<file path="src/rtl/wol_pm_ctrl_if.sv">
// Wake-on-LAN power-management control bundle.
// Groups the host, receive-path and detector signals of wol_pm_ctrl.
// The master side (host / stimulus) drives the requests and samples the
// status; the slave side is the sequencer itself.
interface wol_pm_ctrl_if;
  logic       clk_en;
  logic       sleep_req;
  logic       magic_en;
  logic       rx_dv;
  logic       magic_det;
  logic       host_wake;
  logic       irq_clr;
  logic       det_arm;
  logic       det_clr;
  logic       rx_fwd_en;
  logic       sleep_ack;
  logic       wake_irq;
  logic [2:0] wake_cause;
  logic [1:0] pm_state;

  modport master (
    output clk_en, sleep_req, magic_en, rx_dv, magic_det, host_wake, irq_clr,
    input  det_arm, det_clr, rx_fwd_en, sleep_ack, wake_irq, wake_cause, pm_state
  );

  modport slave (
    input  clk_en, sleep_req, magic_en, rx_dv, magic_det, host_wake, irq_clr,
    output det_arm, det_clr, rx_fwd_en, sleep_ack, wake_irq, wake_cause, pm_state
  );
endinterface

</file>
<file path="src/rtl/wol_pm_ctrl.sv">
// Wake-on-LAN power-management sequencer, TSE MAC receive clock domain.
// Drains the current frame and a clean idle gap before sleeping, arms the
// magic-packet detector while asleep, and leaves sleep on a magic hit or a
// host wake, latching a sticky interrupt with the wake cause.
// Optional: define WOL_WAKE_TIMER_EN to add a timeout wake (cause bit2);
// without it wake_cause[2] is always 0 and no timer exists.
module wol_pm_ctrl #(
  parameter int IDLE_GAP = 12
`ifdef WOL_WAKE_TIMER_EN
  , parameter int WAKE_TIMEOUT = 1000000
`endif
) (
  input logic          CORETSE_AHBii0,
  input logic          CORETSE_AHBl0II,
  wol_pm_ctrl_if.slave pm
);

  typedef enum logic [1:0] {
    ST_ACTIVE = 2'b00,
    ST_DRAIN  = 2'b01,
    ST_SLEEP  = 2'b10,
    ST_WAKE   = 2'b11
  } pm_state_t;

  localparam logic [7:0] LP_GAP = 8'(IDLE_GAP);

  pm_state_t  r_state;
  logic [7:0] r_idleCnt;
  logic       r_wakeIrq;
  logic [2:0] r_wakeCause;

  logic [7:0] w_idleNext;
  logic       w_gapMet;
  logic       w_magicHit;
  logic       w_timerHit;
  logic [2:0] w_wakeEvt;
  logic       w_wakeTaken;

  // Idle-gap counter candidate: a valid beat restarts the gap, idle beats count up and saturate
  assign w_idleNext = pm.rx_dv ? 8'd0 :
                      ((r_idleCnt >= LP_GAP) ? LP_GAP : (r_idleCnt + 8'd1));
  assign w_gapMet   = !pm.rx_dv && (w_idleNext == LP_GAP);

  assign w_magicHit = pm.magic_det & pm.magic_en;

`ifdef WOL_WAKE_TIMER_EN
  localparam logic [23:0] LP_TIMEOUT_M1 = 24'(WAKE_TIMEOUT - 1);

  logic [23:0] r_timer;

  assign w_timerHit = (r_state == ST_SLEEP) && (r_timer == LP_TIMEOUT_M1);

  // Sleep timer: held at zero outside SLEEP so it restarts on every entry
  always_ff @(posedge CORETSE_AHBii0 or posedge CORETSE_AHBl0II) begin
    if (CORETSE_AHBl0II) begin
      r_timer <= 24'd0;
    end else if (pm.clk_en) begin
      if (r_state == ST_SLEEP) begin
        r_timer <= r_timer + 24'd1;
      end else begin
        r_timer <= 24'd0;
      end
    end
  end
`else
  assign w_timerHit = 1'b0;
`endif

  // A dropped sleep request outranks every wake source, so only count a wake when still requested
  assign w_wakeEvt   = {w_timerHit, pm.host_wake, w_magicHit};
  assign w_wakeTaken = (r_state == ST_SLEEP) && pm.sleep_req && (|w_wakeEvt);

  // Sequencer: frame-boundary-safe entry to and exit from sleep
  always_ff @(posedge CORETSE_AHBii0 or posedge CORETSE_AHBl0II) begin
    if (CORETSE_AHBl0II) begin
      r_state   <= ST_ACTIVE;
      r_idleCnt <= 8'd0;
    end else if (pm.clk_en) begin
      case (r_state)
        ST_ACTIVE: begin
          if (pm.sleep_req) begin
            r_state   <= ST_DRAIN;
            r_idleCnt <= 8'd0;
          end
        end
        ST_DRAIN: begin
          if (!pm.sleep_req) begin
            r_state <= ST_ACTIVE;
          end else begin
            r_idleCnt <= w_idleNext;
            if (w_gapMet) begin
              r_state <= ST_SLEEP;
            end
          end
        end
        ST_SLEEP: begin
          if (!pm.sleep_req) begin
            r_state <= ST_ACTIVE;
          end else if (w_wakeTaken) begin
            r_state <= ST_WAKE;
          end
        end
        ST_WAKE: begin
          if (!pm.sleep_req && !pm.rx_dv) begin
            r_state <= ST_ACTIVE;
          end
        end
        default: begin
          r_state <= ST_ACTIVE;
        end
      endcase
    end
  end

  // Sticky wake interrupt and cause; a new wake beats a coincident clear
  always_ff @(posedge CORETSE_AHBii0 or posedge CORETSE_AHBl0II) begin
    if (CORETSE_AHBl0II) begin
      r_wakeIrq   <= 1'b0;
      r_wakeCause <= 3'b000;
    end else if (pm.clk_en) begin
      if (w_wakeTaken) begin
        r_wakeIrq   <= 1'b1;
        r_wakeCause <= pm.irq_clr ? w_wakeEvt : (r_wakeCause | w_wakeEvt);
      end else if (pm.irq_clr) begin
        r_wakeIrq   <= 1'b0;
        r_wakeCause <= 3'b000;
      end
    end
  end

  assign pm.pm_state   = r_state;
  assign pm.rx_fwd_en  = (r_state == ST_ACTIVE) || (r_state == ST_DRAIN);
  assign pm.det_clr    = (r_state != ST_SLEEP);
  assign pm.det_arm    = pm.magic_en && (r_state == ST_SLEEP);
  assign pm.sleep_ack  = (r_state == ST_SLEEP);
  assign pm.wake_irq   = r_wakeIrq;
  assign pm.wake_cause = r_wakeCause;

endmodule
</file>
<file path="src/flat_wrapper.sv">
// flat-port wrapper written by rule: the top's interface ports become plain ports
module wol_pm_ctrl_flat 
#(
  parameter int IDLE_GAP = 12

)
  (CORETSE_AHBii0, CORETSE_AHBl0II, pm_clk_en, pm_sleep_req, pm_magic_en, pm_rx_dv, pm_magic_det, pm_host_wake, pm_irq_clr, pm_det_arm, pm_det_clr, pm_rx_fwd_en, pm_sleep_ack, pm_wake_irq, pm_wake_cause, pm_pm_state);
  wol_pm_ctrl_if pm_i ();
  input logic CORETSE_AHBii0;
  input logic CORETSE_AHBl0II;
  input wire logic [$bits(pm_i.clk_en)-1:0] pm_clk_en;
  input wire logic [$bits(pm_i.sleep_req)-1:0] pm_sleep_req;
  input wire logic [$bits(pm_i.magic_en)-1:0] pm_magic_en;
  input wire logic [$bits(pm_i.rx_dv)-1:0] pm_rx_dv;
  input wire logic [$bits(pm_i.magic_det)-1:0] pm_magic_det;
  input wire logic [$bits(pm_i.host_wake)-1:0] pm_host_wake;
  input wire logic [$bits(pm_i.irq_clr)-1:0] pm_irq_clr;
  output wire logic [$bits(pm_i.det_arm)-1:0] pm_det_arm;
  output wire logic [$bits(pm_i.det_clr)-1:0] pm_det_clr;
  output wire logic [$bits(pm_i.rx_fwd_en)-1:0] pm_rx_fwd_en;
  output wire logic [$bits(pm_i.sleep_ack)-1:0] pm_sleep_ack;
  output wire logic [$bits(pm_i.wake_irq)-1:0] pm_wake_irq;
  output wire logic [$bits(pm_i.wake_cause)-1:0] pm_wake_cause;
  output wire logic [$bits(pm_i.pm_state)-1:0] pm_pm_state;
  assign pm_i.clk_en = pm_clk_en;
  assign pm_i.sleep_req = pm_sleep_req;
  assign pm_i.magic_en = pm_magic_en;
  assign pm_i.rx_dv = pm_rx_dv;
  assign pm_i.magic_det = pm_magic_det;
  assign pm_i.host_wake = pm_host_wake;
  assign pm_i.irq_clr = pm_irq_clr;
  assign pm_det_arm = pm_i.det_arm;
  assign pm_det_clr = pm_i.det_clr;
  assign pm_rx_fwd_en = pm_i.rx_fwd_en;
  assign pm_sleep_ack = pm_i.sleep_ack;
  assign pm_wake_irq = pm_i.wake_irq;
  assign pm_wake_cause = pm_i.wake_cause;
  assign pm_pm_state = pm_i.pm_state;
  wol_pm_ctrl #(.IDLE_GAP(IDLE_GAP)) u_core (.CORETSE_AHBii0(CORETSE_AHBii0), .CORETSE_AHBl0II(CORETSE_AHBl0II), .pm(pm_i));
endmodule
</file>
<file path="config.mk">
export PLATFORM = sky130hd
export DESIGN_NAME = wol_pm_ctrl_flat
export DESIGN_NICKNAME = d
export VERILOG_FILES = /design/src/rtl/wol_pm_ctrl_if.sv /design/src/rtl/wol_pm_ctrl.sv /design/src/flat_wrapper.sv
export SDC_FILE = /design/constraint.sdc
export NUM_CORES = 1
export LEC_CHECK = 0
export CAP_MARGIN = 40
export CELL_PAD_IN_SITES_DETAIL_PLACEMENT = 0
export CELL_PAD_IN_SITES_GLOBAL_PLACEMENT = 2
export CORE_MARGIN = 8
export CORE_UTILIZATION = 27
export DETAILED_ROUTE_END_ITERATION = 6
export PLACE_DENSITY_LB_ADDON = 0.1
export SETUP_SLACK_MARGIN = 0.4
export SLEW_MARGIN = 20
export SYNTH_ARGS = -nofsm -noshare
export SYNTH_HDL_FRONTEND = slang
export SYNTH_SLANG_ARGS = --single-unit
</file>
<file path="constraint.sdc">
create_clock -name CORETSE_AHBii0 -period 1.7 [get_ports CORETSE_AHBii0]
set_clock_uncertainty 0.2 [all_clocks]
set_input_delay 0.17 -clock CORETSE_AHBii0 [delete_from_list [all_inputs] [get_ports CORETSE_AHBii0]]
set_output_delay 0.17 -clock CORETSE_AHBii0 [all_outputs]
set_load 0.1 [all_outputs]
</file>
==> impl_metrics.py, run 1 <==
metrics = {
    "grt": {
        "grt_usage": 0.08852,
        "grt-ovfl-total": 0,
        "grt_pass1_vias": 608,
        "grt_max_degree": 14,
        "antenna_found_initial": 0,
        "grt_first_pass_wirelength_um": 2994,
    },
    "sta": {
        "clock.fmax_mhz": 598.0,
        "finalCritPeriodShare": 0.9837,
        "whs_ns": 0.004416,
        "fin_ws_ns": 0.02765,
        "setup_viol": 0,
        "rsz0062_at_grt": "yes",
        "relSlewSlack": 0.6461,
        "fin_crit_ns": 1.672,
        "hold_viol": 0,
        "slew_violations": 0,
        "tightestPinTransition_ns": 0.5303,
    },
    "logic_synthesis": {
        "ys_types": 29,
        "synthMuxAreaShare": 0,
        "synth_compound_area_frac": 0.2228,
        "synth.avg_cell_area_um2": 9.485,
        "netlist_area_um2": 701.9,
        "netlist.area_leader.share": 0.4635,
        "synth_edf_count": 0,
        "ys_seq_elements": 13,
        "yosys_warnings": 0,
        "synth_fp_nets": 85,
        "synthFlopType": "dfrtp_1",
        "syn_inst": 74,
        "ys_seq_area_frac": 0.4635,
        "synth_fa_ha_area_frac": 0.03565,
        "async_flop_share": 1.000,
        "ys_top_cells_by_area": "dfrtp_1 46%, nand2_1 5.3%, inv_1 4.3%, and2_1 3.6%, ha_1 3.6%",
        "synthSimpleGateAreaFrac": 0.2139,
        "synth.most_common_cell": "dfrtp_1",
        "yosys.area.top_type": "dfrtp_1",
        "synth_xor_area_frac": 0,
        "synth_top_family_by_area": "compound AO/OA/AOI/OAI gates",
        "yosys-top-cells-count": "13 x dfrtp_1, 10 x nand2_1, 8 x inv_1",
    },
    "final_layout": {
        "nNetsFinal": 119,
        "area_growth_pct": 77.01,
        "n_fill_cell": 243,
        "fin_cells": 137,
        "drive_above_1_share": 0.4579,
        "diodes": 0,
    },
    "setup_path": {
        "cp_max_fo": 2,
        "cp-end-kind": "primary output",
        "path_cells": "nand2b_4, clkinvlp_4, and2_4, buf_12",
        "worstSetupPathType": "flop to primary output",
        "worstPathRequired_ns": 1.33,
        "critPathMaxStageDelay_ns": 0.49,
        "crit_slowest_cell": "dfrtp_4",
        "worst-path-buf-inv": 2,
        "startpoint_type": "flop",
        "cp.arrival_ns": 1.30,
        "path_delay_family": "flip-flops",
    },
    "route": {
        "route.detailed.drc": 0,
        "drt-pass1-iter-count": 4,
        "wl_per_cell_um": 13.55,
        "drt_wl_total_um": 1856,
        "drt_iter0_drc": 12,
        "avgViaCountPerCell": 4.679,
        "vias": 641,
        "drtAntennaViolNets": 0,
    },
    "floorplanning": {
        "core_mm2": 0.002477,
        "start_util": 0.2833,
        "dieArea_mm2": 0.004487,
        "die_w_um": 66.99,
        "rows": 18,
        "chipHeight_um": 66.99,
        "io_pins": 19,
    },
    "placement": {
        "place_inst": 123,
        "dp_slack_ns": 0.04327,
        "numPortBuffers": 17,
        "place_congestion": 0.7415,
        "dp.final_hpwl_um": 1317,
    },
    "power": {
        "p_per_area_mw_per_mm2": 751.8,
        "ir_drop_mv": 0.8202,
        "power_w": 0.0009340,
        "p_leak_nw": 0.5555,
    },
    "clock_tree": {
        "htree_levels": 1,
        "cts.sinks": 13,
        "cts_buffers": 3,
        "postCtsHoldBufs": 0,
        "clk_latency_ns": 0.29,
        "cts_root_buffer": "clkbuf_4",
        "cts_tree": "done",
        "path_clk_slew_ns": 0.10,
        "clk_path_buf_depth": 2,
    },
    "job": {
        "drv_cap": 0,
    },
    "worst_hold_path": {
        "hold_path_class": "input port to async pin",
    },
    "outcome": {
        "outcome": "completed",
    },
}
per-stage QoR:
| stage | setup TNS, ns | utilization | instance area [um2] |
|---|---|---|---|
| floorplan | -3.140 | - | 754.5 |
| global placement | -0.0004245 | 0.4283 | 1061 |
| detailed placement | 0 | 0.4283 | 1061 |
| CTS | 0 | 0.4818 | 1194 |
| global route | -0.008045 | 0.5015 | 1242 |
| finish | 0 | 0.5015 | 1242 |
timing repair:
action / 4_1_cts / 5_1_grt
cloned: 1 / 0
buffers inserted: 7 / 2
setup endpoints to repair: 17 / 19
gates resized for setup: 14 / 9
pin swaps: 5 / 2
flip-flops by register name, indices dropped and copies added, names as in the netlist:
signal / count
u_core.pm.pm_state: 2
u_core.r_idleCnt: 8
u_core.pm.wake_cause: 2
u_core.pm.wake_irq: 1
layout make-up:
type                    count  area, um2  share of cell area
clock buffers               3      22.52             0.01813
flip-flops and latches     13      332.8              0.2679
inverters                   8      37.54             0.03021
well taps                  30      37.54             0.03021
clock inverters             1      5.005            0.004028
repair buffers             30      377.9              0.3041
multi-input cells          52      429.2              0.3454
worst register-to-register path, stage by stage, from the launching register on:
cell      delay (ns)
dfrtp_1         0.42
nor4_4          0.30
a21boi_4        0.27
buf_6           0.13
a21oi_2         0.04
o22a_1          0.15
worst paths after layout:
check	startpoint	to	slack (ns)	cells past startpoint
worst max register to register	u_core.r_idleCnt[6]$_DFFE_PP0P_	u_core.r_idleCnt[2]$_DFFE_PP0P_	0.09	5
max in group asynchronous	CORETSE_AHBl0II	u_core.pm.pm_state[0]$_DFFE_PP0P_	0.90	2
min in group CORETSE_AHBii0	pm_sleep_req	u_core.pm.pm_state[0]$_DFFE_PP0P_	0.21	3
worst min register to register	u_core.pm.wake_cause[0]$_DFFE_PP0P_	u_core.pm.wake_cause[0]$_DFFE_PP0P_	0.36	1
worst max-delay path	u_core.pm.pm_state[0]$_DFFE_PP0P_	pm_det_arm	0.03	4
worst min-delay path	CORETSE_AHBl0II	u_core.r_idleCnt[2]$_DFFE_PP0P_	0.004	2
where the power goes:
| part | switching, W | total, W | internal [W] | leakage [nW] |
|---|---|---|---|---|
| clock | 0.000122 | 0.000209 | 0.0000874 | 0.0177 |
| sequential | 0.0000211 | 0.000358 | 0.000337 | 0.175 |
| combinational | 0.000209 | 0.000367 | 0.000158 | 0.363 |
cells in the final DEF (no fill, tap or decap), types with 2 or more instances in the layout:
cell type / count
a22o_1: 2
o22a_1: 2
nand3_4: 2
buf_4: 7
buf_12: 9
a21oi_1: 3
o21ai_1: 2
clkdlybuf4s50_1: 6
inv_1: 6
dfrtp_4: 2
buf_6: 6
and2_4: 5
dfrtp_1: 11
dlygate4sd2_1: 2
clkinvlp_4: 2
nor2b_1: 2
ha_1: 2
nand2_1: 9
clkbuf_4: 3
cell families after synthesis:
family                     count (synthesis)
and+or+nand+nor                           27
adders and majority gates                  2
other                                      1
AOI/OAI and AO/OA                         21
buffers and inverters                     10
DFF                                       13
routing by layer:
layer	vias up	global-route usage	part of all wire
met5	-	0	0
met4	0	0.04700	0
met3	0	0.02852	0.092
met2	15	0.1231	0.45
met1	302	0.1175	0.46
li1	324	-	-
No activity file was read; power rests on OpenSTA's default activity.
==> inputs of run 2 (changes only) <==
--- a/config.mk
+++ b/config.mk
@@ -5,7 +5,7 @@
 export SDC_FILE = /design/constraint.sdc
 export NUM_CORES = 1
 export LEC_CHECK = 0
-export CAP_MARGIN = 40
+export CAP_MARGIN = 25
 export CELL_PAD_IN_SITES_DETAIL_PLACEMENT = 0
 export CELL_PAD_IN_SITES_GLOBAL_PLACEMENT = 2
 export CORE_MARGIN = 8
==> results of run 2 <==
Final layout, timing and power as in run 1 (identical DEF).
